==> config.mk <==
export PLATFORM = sky130hd
export DESIGN_NAME = spi_sub
export DESIGN_NICKNAME = d
export VERILOG_FILES = /design/src/rtl/spi_sub.sv
export SDC_FILE = /design/constraint.sdc
export NUM_CORES = 1
export LEC_CHECK = 0
export BUFFER_PORTS_ARGS = -buffer_cell sky130_fd_sc_hd__buf_2
export CAP_MARGIN = 30
export CORE_MARGIN = 4
export CORE_UTILIZATION = 25
export CTS_CLUSTER_DIAMETER = 200
export CTS_CLUSTER_SIZE = 8
export DETAILED_ROUTE_END_ITERATION = 7
export GPL_TIMING_DRIVEN = 0
export PLACE_DENSITY = 0.51
export SYNTH_ARGS = -nofsm -noshare
export SYNTH_HDL_FRONTEND = slang
export SYNTH_SLANG_ARGS = --single-unit
==> constraint.sdc <==
create_clock -name sys_clk -period 2.15 [get_ports sys_clk]
set_input_delay 0.3225 -clock sys_clk [delete_from_list [all_inputs] [get_ports sys_clk]]
set_output_delay 0.3225 -clock sys_clk [all_outputs]
set_load 0.005 [all_outputs]
==> src/rtl/spi_sub.sv <==
// spi_sub: SPI subordinate receiver. Oversamples sclk/mosi/csb in the sys_clk
// domain, deserializes {power_state[1:0], data[WORD_WIDTH-1:0]} MSB first and
// presents each accepted frame on a valid/ack parallel port.
// Optional feature macro: SPI_SUB_FRAME_ERR_EN enables frame-length checking
// and the frame_err pulse; without it any frame with at least one bit is
// accepted using the last SR_WIDTH bits shifted in.
//
// state   | meaning
// S_IDLE  | waiting for an armed csb falling edge
// S_SHIFT | frame in progress, shifting on sclk falling edges
// S_CHECK | one cycle: decide accept/reject of the completed frame
module spi_sub #(
  parameter int WORD_WIDTH = 16
) (
  input  logic                  sys_clk,
  input  logic                  rst_n,
  input  logic                  sclk,
  input  logic                  mosi,
  input  logic                  csb,
  input  logic                  out_ack,
  output logic [WORD_WIDTH-1:0] parallel_out,
  output logic [1:0]            power_state,
  output logic                  out_valid,
  output logic                  overrun,
  output logic                  frame_err
);
  localparam int SR_WIDTH = WORD_WIDTH + 2;
  localparam int CNT_W    = $clog2(SR_WIDTH) + 1;

  typedef enum logic [1:0] {
    S_IDLE  = 2'd0,
    S_SHIFT = 2'd1,
    S_CHECK = 2'd2
  } state_t;

  state_t r_state;
  state_t w_state_nxt;

  logic [2:0]          r_sclk_s;
  logic [2:0]          r_csb_s;
  logic [1:0]          r_mosi_s;
  logic [1:0]          r_sync_vld;
  logic                r_armed;
  logic                w_sclk_fall;
  logic                w_csb_fall;
  logic                w_csb_rise;
  logic                w_mosi_s;
  logic                w_start;
  logic                w_shift;
  logic                w_check;
  logic                w_shift_allow;
  logic                w_frame_ok;
  logic [SR_WIDTH-1:0] r_shift;
  logic [SR_WIDTH-1:0] r_frame;
  logic                r_acc;
  logic                r_rej;

  // Two synchronizer stages plus one delay stage for edge detection; mosi
  // stops at stage two so it lines up with the sclk edge compare.
  always_ff @(posedge sys_clk or negedge rst_n) begin
    if (!rst_n) begin
      r_sclk_s   <= 3'b000;
      r_csb_s    <= 3'b111;
      r_mosi_s   <= 2'b00;
      r_sync_vld <= 2'b00;
    end else begin
      r_sclk_s   <= {r_sclk_s[1:0], sclk};
      r_csb_s    <= {r_csb_s[1:0], csb};
      r_mosi_s   <= {r_mosi_s[0], mosi};
      r_sync_vld <= {r_sync_vld[0], 1'b1};
    end
  end

  // csb must be seen high (a real pin sample, not the reset value) before a
  // falling edge may start a frame, so a csb held low through reset is ignored.
  always_ff @(posedge sys_clk or negedge rst_n) begin
    if (!rst_n)
      r_armed <= 1'b0;
    else if (r_sync_vld[1] && r_csb_s[1])
      r_armed <= 1'b1;
  end

  assign w_sclk_fall = r_sclk_s[2] & ~r_sclk_s[1];
  assign w_csb_fall  = r_armed & r_csb_s[2] & ~r_csb_s[1];
  assign w_csb_rise  = ~r_csb_s[2] & r_csb_s[1];
  assign w_mosi_s    = r_mosi_s[1];

  // State register.
  always_ff @(posedge sys_clk or negedge rst_n) begin
    if (!rst_n)
      r_state <= S_IDLE;
    else
      r_state <= w_state_nxt;
  end

  // Next-state and per-cycle strobes.
  always_comb begin
    w_state_nxt = r_state;
    w_start     = 1'b0;
    w_shift     = 1'b0;
    w_check     = 1'b0;
    case (r_state)
      S_IDLE: begin
        if (w_csb_fall) begin
          w_start     = 1'b1;
          w_state_nxt = S_SHIFT;
        end
      end
      S_SHIFT: begin
        if (w_csb_rise)
          w_state_nxt = S_CHECK;
        else if (w_sclk_fall && w_shift_allow)
          w_shift = 1'b1;
      end
      S_CHECK: begin
        w_check     = 1'b1;
        w_state_nxt = S_IDLE;
      end
      default: w_state_nxt = S_IDLE;
    endcase
  end

`ifdef SPI_SUB_FRAME_ERR_EN
  localparam bit FRAME_ERR_EN = 1'b1;
  logic [CNT_W-1:0] r_cnt;

  // Shifting stops once the count passes SR_WIDTH, so the counter saturates
  // at SR_WIDTH+1 and a long frame can never alias to a legal length.
  assign w_shift_allow = (r_cnt <= CNT_W'(SR_WIDTH));
  assign w_frame_ok    = (r_cnt == CNT_W'(SR_WIDTH));

  // Bit counter for the current frame.
  always_ff @(posedge sys_clk or negedge rst_n) begin
    if (!rst_n)
      r_cnt <= '0;
    else if (w_start)
      r_cnt <= '0;
    else if (w_shift)
      r_cnt <= r_cnt + 1'b1;
  end
`else
  localparam bit FRAME_ERR_EN = 1'b0;
  logic r_seen;

  assign w_shift_allow = 1'b1;
  assign w_frame_ok    = r_seen;

  // Only whether any bit arrived matters when length is not checked.
  always_ff @(posedge sys_clk or negedge rst_n) begin
    if (!rst_n)
      r_seen <= 1'b0;
    else if (w_start)
      r_seen <= 1'b0;
    else if (w_shift)
      r_seen <= 1'b1;
  end
`endif

  // Shift register, cleared at frame start so short frames are zero-padded.
  always_ff @(posedge sys_clk or negedge rst_n) begin
    if (!rst_n)
      r_shift <= '0;
    else if (w_start)
      r_shift <= '0;
    else if (w_shift)
      r_shift <= {r_shift[SR_WIDTH-2:0], w_mosi_s};
  end

  // Registered accept/reject decision; the frame is captured so a quick new
  // csb falling edge cannot clear it before the output update.
  always_ff @(posedge sys_clk or negedge rst_n) begin
    if (!rst_n) begin
      r_acc   <= 1'b0;
      r_rej   <= 1'b0;
      r_frame <= '0;
    end else begin
      r_acc <= w_check & w_frame_ok;
      r_rej <= w_check & ~w_frame_ok;
      if (w_check)
        r_frame <= r_shift;
    end
  end

  // Output port and valid/ack handshake; a new frame wins over an ack.
  always_ff @(posedge sys_clk or negedge rst_n) begin
    if (!rst_n) begin
      parallel_out <= '0;
      power_state  <= 2'b00;
      out_valid    <= 1'b0;
      overrun      <= 1'b0;
      frame_err    <= 1'b0;
    end else begin
      overrun   <= 1'b0;
      frame_err <= FRAME_ERR_EN & r_rej;
      if (r_acc) begin
        {power_state, parallel_out} <= r_frame;
        out_valid                   <= 1'b1;
        overrun                     <= out_valid & ~out_ack;
      end else if (out_valid && out_ack) begin
        out_valid <= 1'b0;
      end
    end
  end

endmodule

==> run summary, run 1 <==
The flow ran to the end, and the final reports show no timing, DRC or antenna violations. The via count was 1580. The ratio of cells with drive above 1 in the final layout is 0.291.

VDD sags by at most 311 uV. Setup repair after global routing left no endpoint under its margin. The later pin in the worst-skew pair is clocked with a latency of 0.34 ns. The detailed-placement wirelength estimate was 3090 microns; the sum of buffers and inverters on the critical path was 2. The run gives 211 as the gate count after technology mapping. In this run, the number of DRC markers left after iteration 0 of detailed routing was 80. The first global-routing pass estimated 8440 microns of wire. The logs give 0.0738 ns for the final-layout worst hold slack and 0.00640 ns for the setup clock skew after layout. The cell class contributing the biggest share of worst-path delay is flip-flops.

The number of different library cells used by synthesis comes to 24. The fmax is 0.639 GHz, and the total overflow reported by the global router is 0. The setup path with the least slack is of type flip-flop to flip-flop.

The final critical-path required period came out at 1.56 ns. The worst-case clock buffer depth is 2, and the effective utilization at floorplan is 0.259. The largest fanout on the critical path was 10; the maximum cell stage delay along the critical path was 0.57 ns. The total setup violations reported at the end of the flow is 0, and the final routed DRC violation total is 0. The initial antenna violation count was 0; the setup slack at placement was 0.600 ns. Wires add up to 4770 microns. Overall power consumption after layout is estimated at 2800 uW. The share of async-settable or async-resettable flops after synthesis came out at 1.00.

The source of the critical timing path is r_csb_s[1]. TritonCTS built the clock tree. The type of the tightest min-delay check is primary input to flip-flop. The max capacitance violation total came out at 0. Entering global routing, the biggest net connects 53 pins. The average routed wire per standard cell came out at 12.2 microns.

STA puts the critical path data arrival time at 1.82 ns. The required time of the worst setup path was 2.41 ns; the overall routing resource usage was 0.0854. Mean instance size in the synthesized netlist: 12.7 sq um.

In this run the count of I/O pins placed on the die edge is 27. The number of buffers added for setup after CTS is 0, and the area of the die is 12500 sq um. The detail route stage leaves a number of antenna-violating nets equal to 0. Dominant register cell in the synthesized netlist: sky130_fd_sc_hd__dfrtp_1. The run gives 0.313 as the end-of-flow core utilization. The tools report the clock root buffer as sky130_fd_sc_hd__clkbuf_8. The number of H-tree branching levels was 3.

Once routing completed, OpenROAD measured the worst setup slack at 0.585 ns. The die span in x is 112 microns. For the sequential area share after synthesis, the log shows 0.663. Highest-delay cell along the critical path: sky130_fd_sc_hd__dfstp_2. The layout-stage area growth over the synthesis result works out to 21.0%. Walking the worst path, the cells encountered are nand4bb_1 > buf_6 > clkbuf_1 > o21ai_0 > mux2i_1. Routability-driven placement finished with a final weighted congestion of 0.678. The worst setup path is captured at a flip-flop. Number of global-route vias before repair: 1678. The floorplan has 37 rows. The clock transition at the register clock pins on the worst setup and hold paths after CTS works out to 0.08 ns.

The number of pins exceeding their max-slew limit in the final report is 0, and the number of buffers created by CTS is 9. When the netlist entered floorplanning its net count stood at 217. The final worst-path cycle share works out to 0.728.

The logs give 0 for the count of yosys warnings during synthesis and 255 for the layout net count. The logs give 0.00167 uW for the leakage power and 1780 sq um for the total area of sequential cells. Dividing total power by cell area gives a power density of 862 nW/um^2. Adding up every negative setup slack in the final design gives 0 ns. Worst min-delay path startpoint: csb.

The number of buffers inserted by port buffering was 25; the clock sink count was 71. Via density per instance: 4.05. The filler cells instantiated in the layout total 1074. The repair_antennas step left the layout with diodes totalling 0.

The vertical extent of the die is 112 microns. The pre-antenna-repair detailed-routing pass consisted of 4 iterations. The cell area after synthesis was 2680 sq um; the count of flip-flops with a built-in enable after synthesis was 0. The number of endpoints with negative hold slack in the final report is 0, and the post-synthesis sequential element count is 71. In the final layout, the multi-input gates occupy 738 sq um. The core region area came out at 10400 sq um. The tools report the startpoint of the lowest-slack register-to-register path as r_csb_s[1].

The worst setup path is launched from a flip-flop.
flip-flops by register name, indices dropped and copies added (netlist names):
| name | count |
|---|---|
| r_state | 2 |
| parallel_out | 16 |
| r_frame | 18 |
| r_csb_s | 3 |
| r_acc | 1 |
| r_armed | 1 |
| r_sclk_s | 3 |
| r_mosi_s | 2 |
| power_state | 2 |
| r_seen | 1 |
| r_shift | 18 |
| r_sync_vld | 2 |
| out_valid | 1 |
| overrun | 1 |
metrics by stage:
step	area (sq um)	cells
after floorplan	2680	211
after global placement	2980	372
after detailed placement	3010	373
after CTS	3250	390
after global routing	3250	390
final	3250	390
cells by family (layout without fill, tap and decap cells):
logic type | Yosys count | in the layout | share of synthesized area
other | 2 | 2 | 0.00280
and+or+nand+nor | 26 | 26 | 0.0471
AOI/OAI and AO/OA | 41 | 41 | 0.0783
DFF | 71 | 71 | 0.663
muxes | 37 | 37 | 0.147
buffers and inverters | 34 | 77 | 0.0615
routing by layer:
| metal | vias up | wire (microns) | GRT usage |
|---|---|---|---|
| met1 | 770 | 2250 | 0.107 |
| met3 | 8 | 252 | 0.0397 |
| met2 | 34 | 2210 | 0.131 |
| met5 | - | 0 | 0 |
| met4 | 0 | 55 | 0.0268 |
| li1 | 768 | - | - |
what timing repair did:
item,4_1_cts,5_1_grt
resized for setup,0,0
hold endpoints to repair,16,0
hold buffers,1,0
setup endpoints to repair,0,0
worst paths after layout:
path | endpoint | slack (ns) | cells after the start
setup / recovery | r_shift[14] | 0.59 | 5
setup reg to reg | r_shift[14] | 0.59 | 5
hold / removal | r_csb_s[0] | 0.07 | 1
max in group asynchronous | r_shift[15] | 1.20 | 3
hold reg to reg | r_sclk_s[1] | 0.35 | 0
min in group asynchronous | r_sync_vld[0] | 0.41 | 2
worst register-to-register path, cell delays in order (launching register included):
cell	delay [ns]
sky130_fd_sc_hd__dfstp_2	0.57
sky130_fd_sc_hd__nand4bb_1	0.15
sky130_fd_sc_hd__buf_6	0.15
sky130_fd_sc_hd__clkbuf_1	0.33
sky130_fd_sc_hd__o21ai_0	0.13
sky130_fd_sc_hd__mux2i_1	0.16
synth_stat cells (all sizes together), types with 2 or more instances:
| cell | count | area, sq um |
|---|---|---|
| mux2 | 19 | 214 |
| clkbuf | 4 | 16.3 |
| mux2i | 18 | 180 |
| nand2 | 19 | 71.3 |
| conb | 2 | 7.51 |
| inv | 21 | 78.8 |
| dfrtp | 68 | 1700 |
| o21ai | 38 | 190 |
| dfstp | 3 | 78.8 |
| buf | 9 | 70.1 |
| a21o | 2 | 15.0 |
final cells by class:
class	instances	area share
Sequential cell	71	0.548
Multi-Input combinational cell	106	0.227
Tap cell	136	0.0524
Timing Repair Buffer	27	0.0508
Clock buffer	10	0.0424
Clock inverter	6	0.0281
Buffer	13	0.0266
Inverter	21	0.0243
report_power, final:
part	leakage [uW]	internal [uW]	switching, uW
clock	0.000117	691	511
combinational	0.000595	71.4	102
sequential	0.000953	1390	29.3
cells in the final DEF (no fill, tap or decap), types with 2 or more instances in the layout:
cell | netlist | final
sky130_fd_sc_hd__buf_4 | 1 | 2
sky130_fd_sc_hd__conb_1 | 2 | 2
sky130_fd_sc_hd__mux2_2 | 19 | 19
sky130_fd_sc_hd__buf_6 | 2 | 2
sky130_fd_sc_hd__o21ai_0 | 36 | 36
sky130_fd_sc_hd__mux2i_1 | 18 | 18
sky130_fd_sc_hd__inv_1 | 21 | 21
sky130_fd_sc_hd__o21ai_1 | 2 | 2
sky130_fd_sc_hd__dfstp_2 | 3 | 3
sky130_fd_sc_hd__clkinv_4 | 0 | 2
sky130_fd_sc_hd__nand2_1 | 19 | 19
sky130_fd_sc_hd__buf_2 | 5 | 29
sky130_fd_sc_hd__a21o_1 | 2 | 2
sky130_fd_sc_hd__clkbuf_8 | 0 | 10
sky130_fd_sc_hd__clkbuf_1 | 3 | 3
sky130_fd_sc_hd__dfrtp_1 | 68 | 68
sky130_fd_sc_hd__bufinv_16 | 0 | 2
No activity file was read; power rests on OpenSTA's default activity.
==> inputs of run 2 (changes only) <==
- PLACE_DENSITY: 0.51 -> 0.53
- clock period: 2.15 -> 1.4 ns (I/O delays scaled with it)
==> run summary, run 2 (synthesis results as in run 1) <==
The area of the die came out at 12500 sq um (unchanged). The maximum cell stage delay along the critical path is 0.56 ns (about the same). Number of H-tree branching levels: 3 (unchanged).

The critical path goes through inv_1 > o21ai_2 > buf_6 > buf_12 > mux2i_1. The worst setup path is captured at a flip-flop. The cell total after placement is 373 (unchanged). The leakage power is 0.00172 uW (+3.3%).

The met1 layer wirelength in the final routing is 2200 microns (-2.5%). Final worst-path cycle share: 0.933 (+0.206). The worst-case clock buffer depth was 2 (unchanged). The sequential fraction of design power is 0.468 (-0.041).

Leaving out fill and tap cells, the most frequent cells in the layout are sky130_fd_sc_hd__dfrtp_1, sky130_fd_sc_hd__o21ai_0, sky130_fd_sc_hd__buf_2. The library cell used most frequently in the layout, excluding fill and tap cells, is sky130_fd_sc_hd__dfrtp_1. The post-detailed-route count of antenna-violating nets is 0 (unchanged). The flow ran to the end, and the final reports show no timing, DRC or antenna violations. The number of I/O pins came out at 27 (unchanged). Number of pins exceeding their max-slew limit in the final report: 0 (unchanged). The latest clock arrival within the worst-skew pair came out at 0.35 ns (about the same). The run gives 0.679 (+0.15%) as the global placer's final weighted congestion.

The detailed-route wire length was 4800 microns (+0.71%); the number of violations reported at the end of detailed-routing iteration 0 was 49 (-39%). Number of buffers inserted by port buffering: 25 (unchanged). The logs give 0.060 (-0.002) for the relative contribution of combinational cells to total power and 0 ns (unchanged) for the total negative slack for setup checks.

The core region area was 10400 sq um (unchanged); the effective utilization at floorplan was 0.259 (unchanged). Type of the tightest min-delay check: primary input to flip-flop. The largest fanout on the critical path works out to 10 (unchanged). Relative to the synthesized area, the layout overhead comes to 25.1%. The count of cells along the worst register-to-register path is 5 (unchanged).

The number of core rows came out at 37 (unchanged). The clock sink count is 71 (unchanged). The final routed DRC violation total was 0 (unchanged); the average routed wire per standard cell was 12.2 microns (-0.56%). The setup slack of the critical path after layout is 0.0933 ns (-0.492 ns), and the endpoint arrival time on the critical path is 1.57 ns (-0.25 ns). The wire length of the first global-routing pass was 8380 microns (-0.65%). Count of cells along the worst hold path: 3 (+2). The ratio of cells with drive above 1 in the final layout was 0.309 (+0.0175); the internal power contribution was 3690 uW (+71%).

The tools report the number of global-route vias before repair as 1664 (-0.83%). The max capacitance violation total came out at 0 (unchanged). The run gives 985 uW (+53%) as the total net switching power. The share of power burned in the clock network was 0.472 (+0.043). The total overflow reported by the global router was 0 (unchanged). Startpoint-to-endpoint class of the critical path: flip-flop to flip-flop. The die span in x was 112 microns (unchanged).

The number of buffers created by CTS was 9 (unchanged); the antenna diode count was 0 (unchanged). The power density of the placed cells was 1390 nW/um^2 (+62%). STA classifies the critical path startpoint as a flip-flop. The minimum setup slack among reg-to-reg paths is 0.09 ns (-0.49 ns). The required time of the worst setup path was 1.67 ns (-0.74 ns).

The top routing layer in use was met4. The run gives 395 (+1.3%) as the final standard cell count with taps included and fillers excluded. The initial antenna violation count came out at 0 (unchanged). The worst register-to-register path begins at r_csb_s[1]. For the setup slack at placement, the log shows -0.137 ns (-0.736 ns). The largest registers in the layout are r_frame (18), r_shift (18), parallel_out (16).

The switching part of the total is 0.211 (-0.0190), and the final critical-path required period is 1.31 ns (-0.258 ns). The largest net degree at the start of global routing was 53 (unchanged); the number of detailed-routing iterations run before antenna repair was 4 (unchanged). The number of endpoints with negative hold slack in the final report came out at 0 (unchanged).

The tools report the overall routing resource usage as 0.0869 (+0.00156). The run gives 549 uV (+77%) as the peak ir drop on the vdd network. Setup clock skew after layout: 0.0126 ns (+0.00621 ns). The run gives 260 (+2.0%) as the layout net count.

The endpoint identified for the worst register-to-register timing path is r_shift[13]. The run gives 319 microns (+27%) as the met3 wire length. The final-layout worst hold slack came out at 0.142 ns (+0.0680 ns). TritonCTS built the clock tree. The via density per instance works out to 3.96 (-2.3%). The tools report the fmax as 0.765 GHz (+20%). The cell class contributing the biggest share of worst-path delay is flip-flops. For the total power, the log shows 4670 uW (+67%). The sum of buffers and inverters on the critical path came out at 3 (+1).

The worst hold path terminates at out_valid. Clock transition at the register clock pins on the worst setup and hold paths after CTS: 0.08 ns (about the same). The met2 layer wire length in the routed design came out at 2230 microns (+1.1%). The worst hold path begins at out_ack. Highest-delay cell along the critical path: sky130_fd_sc_hd__dfstp_2. Vertical extent of the die: 112 microns (unchanged). The detailed-placement wirelength estimate was 3150 microns (+1.9%).

Total setup violations reported at the end of the flow: 0 (unchanged). The tools report the via count as 1564 (-1.0%). The tools report the clock root buffer as sky130_fd_sc_hd__clkbuf_8.
## run 2: final cells by class
class,count,area (sq um)
repair buffers,33,221
inverters,21,78.8
well taps,136,170
multi-input cells,106,742
plain buffers,12,90.1
clock buffers,10,138
flip-flops and latches,71,1780
clock inverters,6,138
fillers,1068,7010
## run 2: worst max path at each step
stage / end / from / cells past startpoint
after global placement: parallel_out[3] / rst_n / 1
after CTS: r_shift[13] / r_csb_s[1] / 5
after detailed placement: r_shift[13] / r_csb_s[1] / 5
after floorplan: r_shift[10] / r_csb_s[1] / 5
final: r_shift[13] / r_csb_s[1] / 5
after global routing: r_shift[14] / r_csb_s[1] / 5
## run 2: power by group through the flow
stage / combinational (uW) / sequential, uW / clock (uW)
after global placement: 257 / 2220 / 0
final: 282 / 2190 / 2210
after detailed placement: 274 / 2230 / 0
after floorplan: 154 / 2220 / 0
after CTS: 287 / 2190 / 2280
after global routing: 320 / 2200 / 2400
## run 2: through the flow
stage | cell area [sq um] | utilization
floorplan | 2680 | -
global placement | 2980 | 0.287
detailed placement | 3010 | 0.290
CTS | 3340 | 0.322
global route | 3360 | 0.324
finish | 3360 | 0.324
## run 2: worst reg2reg max path: stages (launching register included)
cell and delay (ns):
sky130_fd_sc_hd__dfstp_2 0.56, sky130_fd_sc_hd__inv_1 0.07, sky130_fd_sc_hd__o21ai_2 0.13, sky130_fd_sc_hd__buf_6 0.14, sky130_fd_sc_hd__buf_12 0.14, sky130_fd_sc_hd__mux2i_1 0.20
## run 2: what timing repair did
action | CTS | global route
setup buffers | 2 | 1
resized for setup | 2 | 3
hold buffers | 4 | 0
hold endpoints to repair | 19 | 0
endpoints found under the setup margin | 27 | 14
cloned | 0 | 0
## run 2: metal layers
metal  vias to the layer above  GRT usage
li1                        783          -
met2                        33      0.127
met3                         5     0.0478
met4                         0     0.0365
met5                         -          0
met1                       743      0.106
